$ cat config.mk
export PLATFORM = sky130hd
export DESIGN_NAME = console_rx_flat
export DESIGN_NICKNAME = d
export VERILOG_FILES = /design/src/rtl/console_rx_pkg.sv /design/src/rtl/console_rx_if.sv /design/src/rtl/console_rx_char_fifo.sv /design/src/rtl/console_rx.sv /design/src/flat_wrapper.sv
export SDC_FILE = /design/constraint.sdc
export NUM_CORES = 1
export LEC_CHECK = 0
export ABC_AREA = 1
export CORE_MARGIN = 8
export CORE_UTILIZATION = 35
export DETAILED_ROUTE_END_ITERATION = 10
export PLACE_DENSITY = 0.48
export SYNTH_ARGS = -nofsm -noshare
export SYNTH_HDL_FRONTEND = slang
export SYNTH_SLANG_ARGS = --single-unit
export TNS_END_PERCENT = 50
$ cat constraint.sdc
create_clock -name clk -period 5.25 [get_ports clk]
set_clock_uncertainty 0.2 [all_clocks]
set_input_delay 0.525 -clock clk [delete_from_list [all_inputs] [get_ports clk]]
set_output_delay 0.525 -clock clk [all_outputs]
set_load 0.02 [all_outputs]
$ cat src/rtl/console_rx_pkg.sv
// Shared console-link definitions: symbol codes, default sizes and the
// receiver state type. The cpu transmit logic uses the same symbol codes.
package console_rx_pkg;

    localparam int CON_CWIDTH = 7;
    localparam int CON_DEPTH  = 16;

    localparam logic [CON_CWIDTH-1:0] CON_IDLE_SYM  = 7'h7F;
    localparam logic [CON_CWIDTH-1:0] CON_START_SYM = 7'h00;

    typedef enum logic {
        RX_IDLE,
        RX_MSG
    } rx_state_t;

    // True for a symbol that carries a character, not link framing.
    function automatic logic con_is_data(input logic [CON_CWIDTH-1:0] sym);
        return (sym != CON_IDLE_SYM) && (sym != CON_START_SYM);
    endfunction

endpackage

$ cat src/rtl/console_rx_if.sv
// Console receive bus: the symbol stream coming in and the valid/ready
// character stream going out, plus status.
interface console_rx_if
    import console_rx_pkg::*;
#(
    parameter int CWIDTH = CON_CWIDTH
);
    logic [CWIDTH-1:0] rx;
    logic              out_valid;
    logic              out_ready;
    logic [CWIDTH-1:0] out_char;
    logic              out_last;
    logic [15:0]       msg_count;
    logic              ovf;
    logic              frm_err;

    // Side that drives the symbol stream and consumes characters.
    modport master (
        output rx, out_ready,
        input  out_valid, out_char, out_last, msg_count, ovf, frm_err
    );

    // The receiver itself.
    modport slave (
        input  rx, out_ready,
        output out_valid, out_char, out_last, msg_count, ovf, frm_err
    );
endinterface

$ cat src/rtl/console_rx_char_fifo.sv
// Synchronous FIFO for received characters. Head is read straight from the
// storage registers, so a write into an empty FIFO shows up the next cycle
// (no fall-through). Pointers carry one extra wrap bit to tell full from empty.
module char_fifo #(
    parameter int DEPTH = 16,
    parameter int WIDTH = 8
) (
    input  logic             clk,
    input  logic             reset,
    input  logic             push,
    input  logic [WIDTH-1:0] din,
    input  logic             pop,
    output logic [WIDTH-1:0] dout,
    output logic             empty,
    output logic             full
);
    localparam int           AW      = $clog2(DEPTH);
    localparam logic [AW:0]  PTR_ONE = 1;

    logic [AW:0]      wr_ptr_q, wr_ptr_d;
    logic [AW:0]      rd_ptr_q, rd_ptr_d;
    logic [WIDTH-1:0] mem_q [DEPTH];
    logic [WIDTH-1:0] mem_d [DEPTH];
    logic             do_push, do_pop;

    assign empty = (wr_ptr_q == rd_ptr_q);
    assign full  = (wr_ptr_q[AW] != rd_ptr_q[AW]) &&
                   (wr_ptr_q[AW-1:0] == rd_ptr_q[AW-1:0]);
    assign dout  = mem_q[rd_ptr_q[AW-1:0]];

    // A push into a full FIFO only lands if the same cycle frees a slot.
    assign do_pop  = pop && !empty;
    assign do_push = push && (!full || do_pop);

    // Next pointer and storage values.
    always_comb begin
        wr_ptr_d = wr_ptr_q;
        rd_ptr_d = rd_ptr_q;
        mem_d    = mem_q;
        if (do_push) begin
            mem_d[wr_ptr_q[AW-1:0]] = din;
            wr_ptr_d = wr_ptr_q + PTR_ONE;
        end
        if (do_pop) begin
            rd_ptr_d = rd_ptr_q + PTR_ONE;
        end
    end

    // Pointer registers; reset empties the FIFO.
    always_ff @(posedge clk) begin
        if (reset) begin
            wr_ptr_q <= '0;
            rd_ptr_q <= '0;
        end else begin
            wr_ptr_q <= wr_ptr_d;
            rd_ptr_q <= rd_ptr_d;
        end
    end

    // Storage needs no reset: the pointers decide what is valid.
    always_ff @(posedge clk) begin
        mem_q <= mem_d;
    end

endmodule

$ cat src/rtl/console_rx.sv
// Console link receiver: frames the per-cycle symbol stream into messages,
// holds one character back in a stage register so the final character of a
// message can be tagged when the terminating idle symbol arrives, and queues
// tagged characters for a valid/ready consumer.
module console_rx
    import console_rx_pkg::*;
#(
    parameter int                DEPTH     = CON_DEPTH,
    parameter int                CWIDTH    = CON_CWIDTH,
    parameter logic [CWIDTH-1:0] IDLE_SYM  = CON_IDLE_SYM,
    parameter logic [CWIDTH-1:0] START_SYM = CON_START_SYM
) (
    input  logic         clk,
    input  logic         reset,
    console_rx_if.slave  bus
);
    rx_state_t         state_q, state_d;
    logic              stg_v_q, stg_v_d;
    logic [CWIDTH-1:0] stg_c_q, stg_c_d;
    logic [15:0]       msg_count_q, msg_count_d;
    logic              ovf_q, ovf_d;
    logic              frm_err_q, frm_err_d;

    logic              push, pop;
    logic [CWIDTH:0]   push_data;
    logic [CWIDTH:0]   fifo_dout;
    logic              fifo_empty, fifo_full;

    assign pop = !fifo_empty && bus.out_ready;

    // Framing FSM and stage register: decide what to push and what to flag.
    always_comb begin
        state_d     = state_q;
        stg_v_d     = stg_v_q;
        stg_c_d     = stg_c_q;
        msg_count_d = msg_count_q;
        frm_err_d   = 1'b0;
        push        = 1'b0;
        push_data   = {1'b0, stg_c_q};
        unique case (state_q)
            RX_IDLE: begin
                if (bus.rx == START_SYM) begin
                    state_d = RX_MSG;
                    stg_v_d = 1'b0;
                end else if (bus.rx != IDLE_SYM) begin
                    frm_err_d = 1'b1;
                end
            end
            RX_MSG: begin
                if (bus.rx == IDLE_SYM) begin
                    // End of message: the held char is the last one. An empty
                    // message pushes and counts nothing.
                    if (stg_v_q) begin
                        push        = 1'b1;
                        push_data   = {1'b1, stg_c_q};
                        msg_count_d = msg_count_q + 16'd1;
                    end
                    stg_v_d = 1'b0;
                    state_d = RX_IDLE;
                end else if (bus.rx == START_SYM) begin
                    // Restart inside a message: drop the partial stage.
                    frm_err_d = 1'b1;
                    stg_v_d   = 1'b0;
                end else begin
                    push    = stg_v_q;
                    stg_c_d = bus.rx;
                    stg_v_d = 1'b1;
                end
            end
            default: state_d = RX_IDLE;
        endcase
        ovf_d = ovf_q || (push && fifo_full && !pop);
    end

    // State, stage, counter and flag registers.
    always_ff @(posedge clk) begin
        if (reset) begin
            state_q     <= RX_IDLE;
            stg_v_q     <= 1'b0;
            stg_c_q     <= '0;
            msg_count_q <= '0;
            ovf_q       <= 1'b0;
            frm_err_q   <= 1'b0;
        end else begin
            state_q     <= state_d;
            stg_v_q     <= stg_v_d;
            stg_c_q     <= stg_c_d;
            msg_count_q <= msg_count_d;
            ovf_q       <= ovf_d;
            frm_err_q   <= frm_err_d;
        end
    end

    char_fifo #(
        .DEPTH (DEPTH),
        .WIDTH (CWIDTH + 1)
    ) u_fifo (
        .clk   (clk),
        .reset (reset),
        .push  (push),
        .din   (push_data),
        .pop   (pop),
        .dout  (fifo_dout),
        .empty (fifo_empty),
        .full  (fifo_full)
    );

    // Head fields are forced to zero when nothing is queued.
    assign bus.out_valid = !fifo_empty;
    assign bus.out_char  = fifo_empty ? '0 : fifo_dout[CWIDTH-1:0];
    assign bus.out_last  = !fifo_empty && fifo_dout[CWIDTH];
    assign bus.msg_count = msg_count_q;
    assign bus.ovf       = ovf_q;
    assign bus.frm_err   = frm_err_q;

endmodule

$ cat src/flat_wrapper.sv
// flat-port wrapper written by rule: the top's interface ports become plain ports
module console_rx_flat import console_rx_pkg::*;
#(
    parameter int                DEPTH     = CON_DEPTH,
    parameter int                CWIDTH    = CON_CWIDTH,
    parameter logic [CWIDTH-1:0] IDLE_SYM  = CON_IDLE_SYM,
    parameter logic [CWIDTH-1:0] START_SYM = CON_START_SYM
)
  (clk, reset, bus_rx, bus_out_ready, bus_out_valid, bus_out_char, bus_out_last, bus_msg_count, bus_ovf, bus_frm_err);
  console_rx_if #(.CWIDTH(CWIDTH)) bus_i ();
  input  logic clk;
  input  logic reset;
  input wire logic [$bits(bus_i.rx)-1:0] bus_rx;
  input wire logic [$bits(bus_i.out_ready)-1:0] bus_out_ready;
  output wire logic [$bits(bus_i.out_valid)-1:0] bus_out_valid;
  output wire logic [$bits(bus_i.out_char)-1:0] bus_out_char;
  output wire logic [$bits(bus_i.out_last)-1:0] bus_out_last;
  output wire logic [$bits(bus_i.msg_count)-1:0] bus_msg_count;
  output wire logic [$bits(bus_i.ovf)-1:0] bus_ovf;
  output wire logic [$bits(bus_i.frm_err)-1:0] bus_frm_err;
  assign bus_i.rx = bus_rx;
  assign bus_i.out_ready = bus_out_ready;
  assign bus_out_valid = bus_i.out_valid;
  assign bus_out_char = bus_i.out_char;
  assign bus_out_last = bus_i.out_last;
  assign bus_msg_count = bus_i.msg_count;
  assign bus_ovf = bus_i.ovf;
  assign bus_frm_err = bus_i.frm_err;
  console_rx #(.DEPTH(DEPTH), .CWIDTH(CWIDTH), .IDLE_SYM(IDLE_SYM), .START_SYM(START_SYM)) u_core (.clk(clk), .reset(reset), .bus(bus_i));
endmodule
==> out/metrics.cfg <==
[floorplanning]
core.rowCount=52
dieWidth_um=159
dieArea_um2=25400
ios=37
chipHeight_um=159
start_util=0.356
core_um2=20200

[outcome]
outcome=complete, no violations

[clock_tree]
clk_pin_slew_worst_paths_ps=60
clk_path_buf_depth=2
htree_levels=4
root_buffer=clkbuf_16
numCtsBuffers=17
cts_setup_buffers=0
hold_buffers=0
insertion_delay_ps=420
cts.sinks=165
post_cts_resized=0
cts_tree=done

[synth]
synth_cells=749
yosysWarnings=0
synthesis.area_um2=7200
avgSynthCellArea_um2=9.61
syn_nets=765
ys_types=29
synth-seq-cells=165
seq_area_frac_synth=0.637

[sta]
setup_tns_ps=0
relSlewSlack=0.383
drv_slew=0
holdWs_ps=268
worst_pin_slew_ps=922
grt_setup_unrepaired=no
fin_crit_sh=0.709
finalHoldViolations=0
setup_viol=0
fmax_mhz=269
finalWorstPathRequiredPeriod_ps=3720

[finish]
layout_common_cells=161 x nand2_1, 157 x nor2_1, 128 x edfxtp_1
area.growth.synth_to_final_pct=16.3
postLayoutCoreUtil=0.414
layout-drive-gt1-share=0.0682
final_common_cell=nand2_1
fin_nets=795
fin_area_um2=8370
num_antenna_cells=0
final_cells=1062

[power]
p_clk_frac=0.442
power_frac_comb=0.068
vdd_drop_max_v=0.000258
switching_share=0.240
cellLeakagePower_nw=2.99
p_int_mw=2.17
p_switching_mw=0.684
powerDensity_nw_per_um2=341
seqPwrFrac=0.490

[critical_path]
critPathCaptureType=output pin
crit_fanout=28
reg2reg_depth=9
critPathLaunchType=flip-flop
crit_arrival_ps=3000
crit_required_ps=4530
path_class=reg -> out

[routing]
drtPass1Iterations=5
first_iter_violations=292
viasPerCell=4.87
dr_total_vias=5172
post_drt_wl_per_cell_um=17.3
postRouteAntennaNets=0
drc=0
routed_wl_mm=18.3

[hold_path]
hp-class=reg -> reg
hold_depth=2

[global_routing]
grt_max_degree=78
grt_pass1_vias=5352
antenna_found_initial=1
grt_usage=0.146
grt_overflow_total=0
grt_pass1_wl_mm=29.0

[placed_design]
io_buffers=36
gp_congestion=0.854
dp_hpwl_mm=12.1
placed_cells=1030
placed_area_um2=7780

[flow_run]
drv_cap=0

==> cell type report <==
cell class | count | area [um2]
clock buffers | 18 | 429
clock inverters | 14 | 165
fillers | 2001 | 11900
inverters | 48 | 180
multi-input cells | 508 | 2290
flip-flops and latches | 165 | 4590
well taps | 270 | 338
repair buffers | 39 | 383
==> power by group through the flow <==
stage / clock network [mW] / logic [mW] / registers, mW
4_1_cts: 1.29 / 0.196 / 1.40
5_1_grt: 1.33 / 0.217 / 1.40
3_5_place_dp: 0 / 0.196 / 1.43
2_1_floorplan: 0 / 0.138 / 1.42
6_report: 1.26 / 0.193 / 1.40
3_3_place_gp: 0 / 0.195 / 1.43
==> critical path: stages, from the launching register on <==
cell and delay, ps:
dfxtp_1 760, buf_4 430, nand2_1 90, nand2_1 110
nor2_4 70, nand3_4 130, inv_2 110, a21oi_1 190
clkdlybuf4s50_1 650
==> layer usage <==
layer,share of wire,GRT usage,vias to the layer above
li1,-,-,2564
met4,0.013,0.0450,2
met3,0.044,0.0393,21
met2,0.48,0.243,80
met1,0.46,0.183,2505
met5,0.00055,0,-
==> metrics by stage <==
step	setup WS [ps]	power [mW]
floorplan	3060	1.56
global placement	2020	1.62
detailed placement	1990	1.62
CTS	1530	2.88
global route	1270	2.95
finish	1530	2.85
==> cells in the mapped netlist <==
library cell | number | share of area
a211oi_1 | 1 | 0.0010
a21oi_1 | 33 | 0.023
buf_1 | 2 | 0.0010
buf_2 | 9 | 0.0063
buf_4 | 5 | 0.0052
buf_6 | 1 | 0.0016
clkbuf_1 | 11 | 0.0057
clkinv_1 | 1 | 0.00052
dfxtp_1 | 37 | 0.10
edfxtp_1 | 128 | 0.53
ha_1 | 6 | 0.010
inv_1 | 39 | 0.020
inv_2 | 8 | 0.0042
nand2_1 | 161 | 0.084
nand2_2 | 3 | 0.0026
nand3_1 | 43 | 0.030
nand3_4 | 2 | 0.0049
nand3b_1 | 4 | 0.0042
nand4_1 | 4 | 0.0035
nor2_1 | 157 | 0.082
nor2_2 | 4 | 0.0035
nor2_4 | 2 | 0.0031
nor3_1 | 7 | 0.0049
nor3_2 | 1 | 0.0014
nor3b_1 | 2 | 0.0021
o21ai_0 | 40 | 0.028
o21ai_1 | 31 | 0.022
xnor2_1 | 1 | 0.0012
xor2_1 | 6 | 0.0073
==> cell families after synthesis <==
| group | after synthesis | share of synthesized area |
|---|---|---|
| fa+ha+maj | 6 | 0.0104 |
| xor+xnor | 7 | 0.00852 |
| simple gates | 390 | 0.226 |
| flops | 165 | 0.637 |
| compound gates | 105 | 0.0734 |
| buf+inv | 76 | 0.0449 |
==> path summary, 6_finish.rpt <==
path | from | end | slack, ps
setup / recovery | u_core.u_fifo.rd_ptr_q[1]$_SDFFE_PP0P_ | bus_out_char[6] | 1530
hold / removal | u_core.bus.ovf$_SDFF_PP0_ | u_core.bus.ovf$_SDFF_PP0_ | 270
setup reg to reg | u_core.u_fifo.rd_ptr_q[1]$_SDFFE_PP0P_ | u_core.u_fifo.mem_q[127]$_DFFE_PP_ | 2030
hold reg to reg | u_core.bus.ovf$_SDFF_PP0_ | u_core.bus.ovf$_SDFF_PP0_ | 270
==> flip-flops by register name, summed over array words and instances, names as in the netlist <==
signal / cells
u_core.stg_c_q: 7
u_core.u_fifo.rd_ptr_q: 5
u_core.u_fifo.wr_ptr_q: 5
u_core.bus.frm_err: 1
u_core.bus.ovf: 1
u_core.stg_v_q: 1
u_core.u_fifo.mem_q: 128
u_core.bus.msg_count: 16
u_core.state_q: 1
(Power assumes the default switching activity.)
==> patch: new RTL, config.mk and constraints unchanged <==
Change the package constant `CON_CWIDTH` from 7 to 14.
--- a/src/rtl/console_rx_pkg.sv
+++ b/src/rtl/console_rx_pkg.sv
@@ -2,7 +2,7 @@
 // receiver state type. The cpu transmit logic uses the same symbol codes.
 package console_rx_pkg;
 
-    localparam int CON_CWIDTH = 7;
+    localparam int CON_CWIDTH = 14;
     localparam int CON_DEPTH  = 16;
 
     localparam logic [CON_CWIDTH-1:0] CON_IDLE_SYM  = 7'h7F;
Interface: changed (resized bus_out_char and bus_rx); port bits go from 37 to 51. No check against the original RTL was run, so the function may have changed too.
==> patch against the original RTL <==
  * Sequential cell count rose by 119
  * Routed wire length rose by 75%
  * Via count grew 61%
  * Synthesized area rose by 67%
  * Total power rose by 62%
  * Critical path depth unchanged
  * Setup slack worse by 0.33 ns
  * Final area is 68% higher
  * Clock power grew 59%
  * Combinational power increased by 14%
  * Highest routed layer is now met4
==> patch: results (changes against the original RTL) <==
- DRT iter0 DRCs: 507 (was 292)
- Actual transition at the worst max-transition pin: 0.961 ns (was 0.922 ns)
- Clock buffer depth: 3 (was 2)
- GRT Util Overall: 15.4% (was 14.6%)
- Fillers: 3343 (was 2001)
- Vias in the first global route: 8133 (was 5352)
- Syn Nets: 1194 (was 765)
- First-pass GRT wire length: 49.2 mm (was 29.0 mm)
- Setup Buffers After CTS: 0 (unchanged)
- Outcome: finished clean (unchanged)
- Post-CTS Resized: 0 (unchanged)
- R2R Setup Slk: 2.28 ns (was 2.03 ns)
- Skew-Pair Late Insertion Delay: 0.56 ns (was 0.42 ns)
- Post-DP HPWL: 19.2 mm (was 12.1 mm)
- Hold WS: 0.279 ns (was 0.268 ns)
- Clock Tree Root: clkbuf_16 (unchanged)
- Worst path arrival time: 3.33 ns (was 3.00 ns)
- Max reg flops: 240 (was 128)
- Share of cells above drive strength 1: 8.02% (was 6.82%)
- Max IR drop VDD: 0.227 mV (was 0.258 mV)
- DR pass1 iterations: 5 (unchanged)
- Initial antenna violation count: 0 (was 1)
- Main synth FF type: edfxtp_1 (unchanged)
- Total Routed Length: 32.0 mm (was 18.3 mm)
- Largest net degree at the start of global routing: 80 (was 78)
- Hold Path Origin: u_core.u_fifo.rd_ptr_q[4]$_SDFFE_PP0P_ (was u_core.bus.ovf$_SDFF_PP0_)
- Seq/Total Area, Yosys: 67.2% (was 63.7%)
- Drt via density: 4.88 (was 4.87)
- Crit Path Max Fanout: 44 (was 28)
- Port buffer count: 50 (was 36)
- Final Wtd Congestion: 0.787 (was 0.854)
- Synth top cells by count: 276 x nor2_1, 240 x edfxtp_1, 189 x nand2_1 (was 161 x nand2_1, 157 x nor2_1, 128 x edfxtp_1)
- Post-synth cell types: 28 (was 29)
- CTS HTree Levels: 1 (was 4)
- Lkg Pwr: 0.00482 uW (was 0.00299 uW)
- Hold path cells: 2 (unchanged)
- Cells taking the most area after synthesis: edfxtp_1 60%, nor2_1 8.6%, dfxtp_1 7.3% (was edfxtp_1 53%, dfxtp_1 10%, nand2_1 8.4%)
- Worst Hold End: u_core.u_fifo.rd_ptr_q[4]$_SDFFE_PP0P_ (was u_core.bus.ovf$_SDFF_PP0_)
- R2r startpoint: u_core.u_fifo.rd_ptr_q[2]$_SDFFE_PP0P_ (was u_core.u_fifo.rd_ptr_q[1]$_SDFFE_PP0P_)
- Worst reg2reg path depth: 9 (unchanged)
- Post-synth EDFFs: 240 (was 128)
- R2R Path End: u_core.u_fifo.mem_q[135]$_DFFE_PP_ (was u_core.u_fifo.mem_q[127]$_DFFE_PP_)
- TritonCTS buffer count: 31 (was 17)
## patch: power breakdown
group | total (uW) | switching (uW) | internal, uW
combinational | 220 | 144 | 75.4
clock | 2000 | 859 | 1140
sequential | 2410 | 1.11 | 2410
## patch: worst max-delay path by stage
stage | from | to | cells after the start | slack, ns
2_1_floorplan | bus_rx[9] | u_core.u_fifo.mem_q[120]$_DFFE_PP_ | 7 | 2.28
3_3_place_gp | u_core.u_fifo.rd_ptr_q[0]$_SDFFE_PP0P_ | bus_out_char[3] | 8 | 1.82
3_5_place_dp | u_core.u_fifo.rd_ptr_q[0]$_SDFFE_PP0P_ | bus_out_char[3] | 8 | 1.78
4_1_cts | u_core.u_fifo.rd_ptr_q[0]$_SDFFE_PP0P_ | bus_out_char[3] | 8 | 1.16
5_1_grt | u_core.u_fifo.rd_ptr_q[0]$_SDFFE_PP0P_ | bus_out_char[3] | 8 | 0.92
6_report | u_core.u_fifo.rd_ptr_q[0]$_SDFFE_PP0P_ | bus_out_char[3] | 8 | 1.19
## patch: kinds of logic (layout without fill, tap and decap cells)
| family | Yosys count | after routing | share of synthesized area [%] |
|---|---|---|---|
| DFF | 284 | 284 | 67.2 |
| and+or+nand+nor | 569 | 569 | 19.3 |
| AOI/OAI and AO/OA | 188 | 188 | 8.21 |
| xor gates and xnor gates | 9 | 9 | 0.655 |
| buffers and inverters | 115 | 191 | 4.04 |
| adders and majority gates | 6 | 6 | 0.624 |
## patch: metrics by stage
step                      area, sq um  worst slack, ns  instances  power [uW]
after floorplan                 12000             2.28       1171        2600
after global placement          13100             1.82       1647        2680
after detailed placement        13100             1.78       1647        2680
after CTS                       14100             1.16       1702        4680
after global routing            14100            0.923       1702        4790
final                           14100             1.19       1702        4640
## patch: metal layers
layer | track usage, % | part of all wire (%) | vias up
li1 | - | - | 4100
met5 | 0 | 0 | -
met4 | 2.74 | 1.1 | 0
met2 | 26.2 | 49 | 117
met1 | 20.7 | 46 | 4062
met3 | 2.33 | 3.8 | 29
## patch: worst max-delay path, cell delays in order (launching register included)
cell,delay [ns]
dfxtp_4,0.35
inv_2,0.52
buf_4,0.37
buf_4,0.30
nor2_1,0.08
o211ai_1,0.21
nand3_1,0.10
a21oi_1,0.18
clkdlybuf4s50_1,0.64
## patch: area by class of cell
type	count	area (sq um)	area share, %
Multi-Input combinational cell	772	3530	25.1
Clock inverter	13	96.3	0.685
Tap cell	455	569	4.05
Clock buffer	42	827	5.88
Sequential cell	284	8090	57.5
Timing Repair Buffer	79	731	5.20
Inverter	57	214	1.52
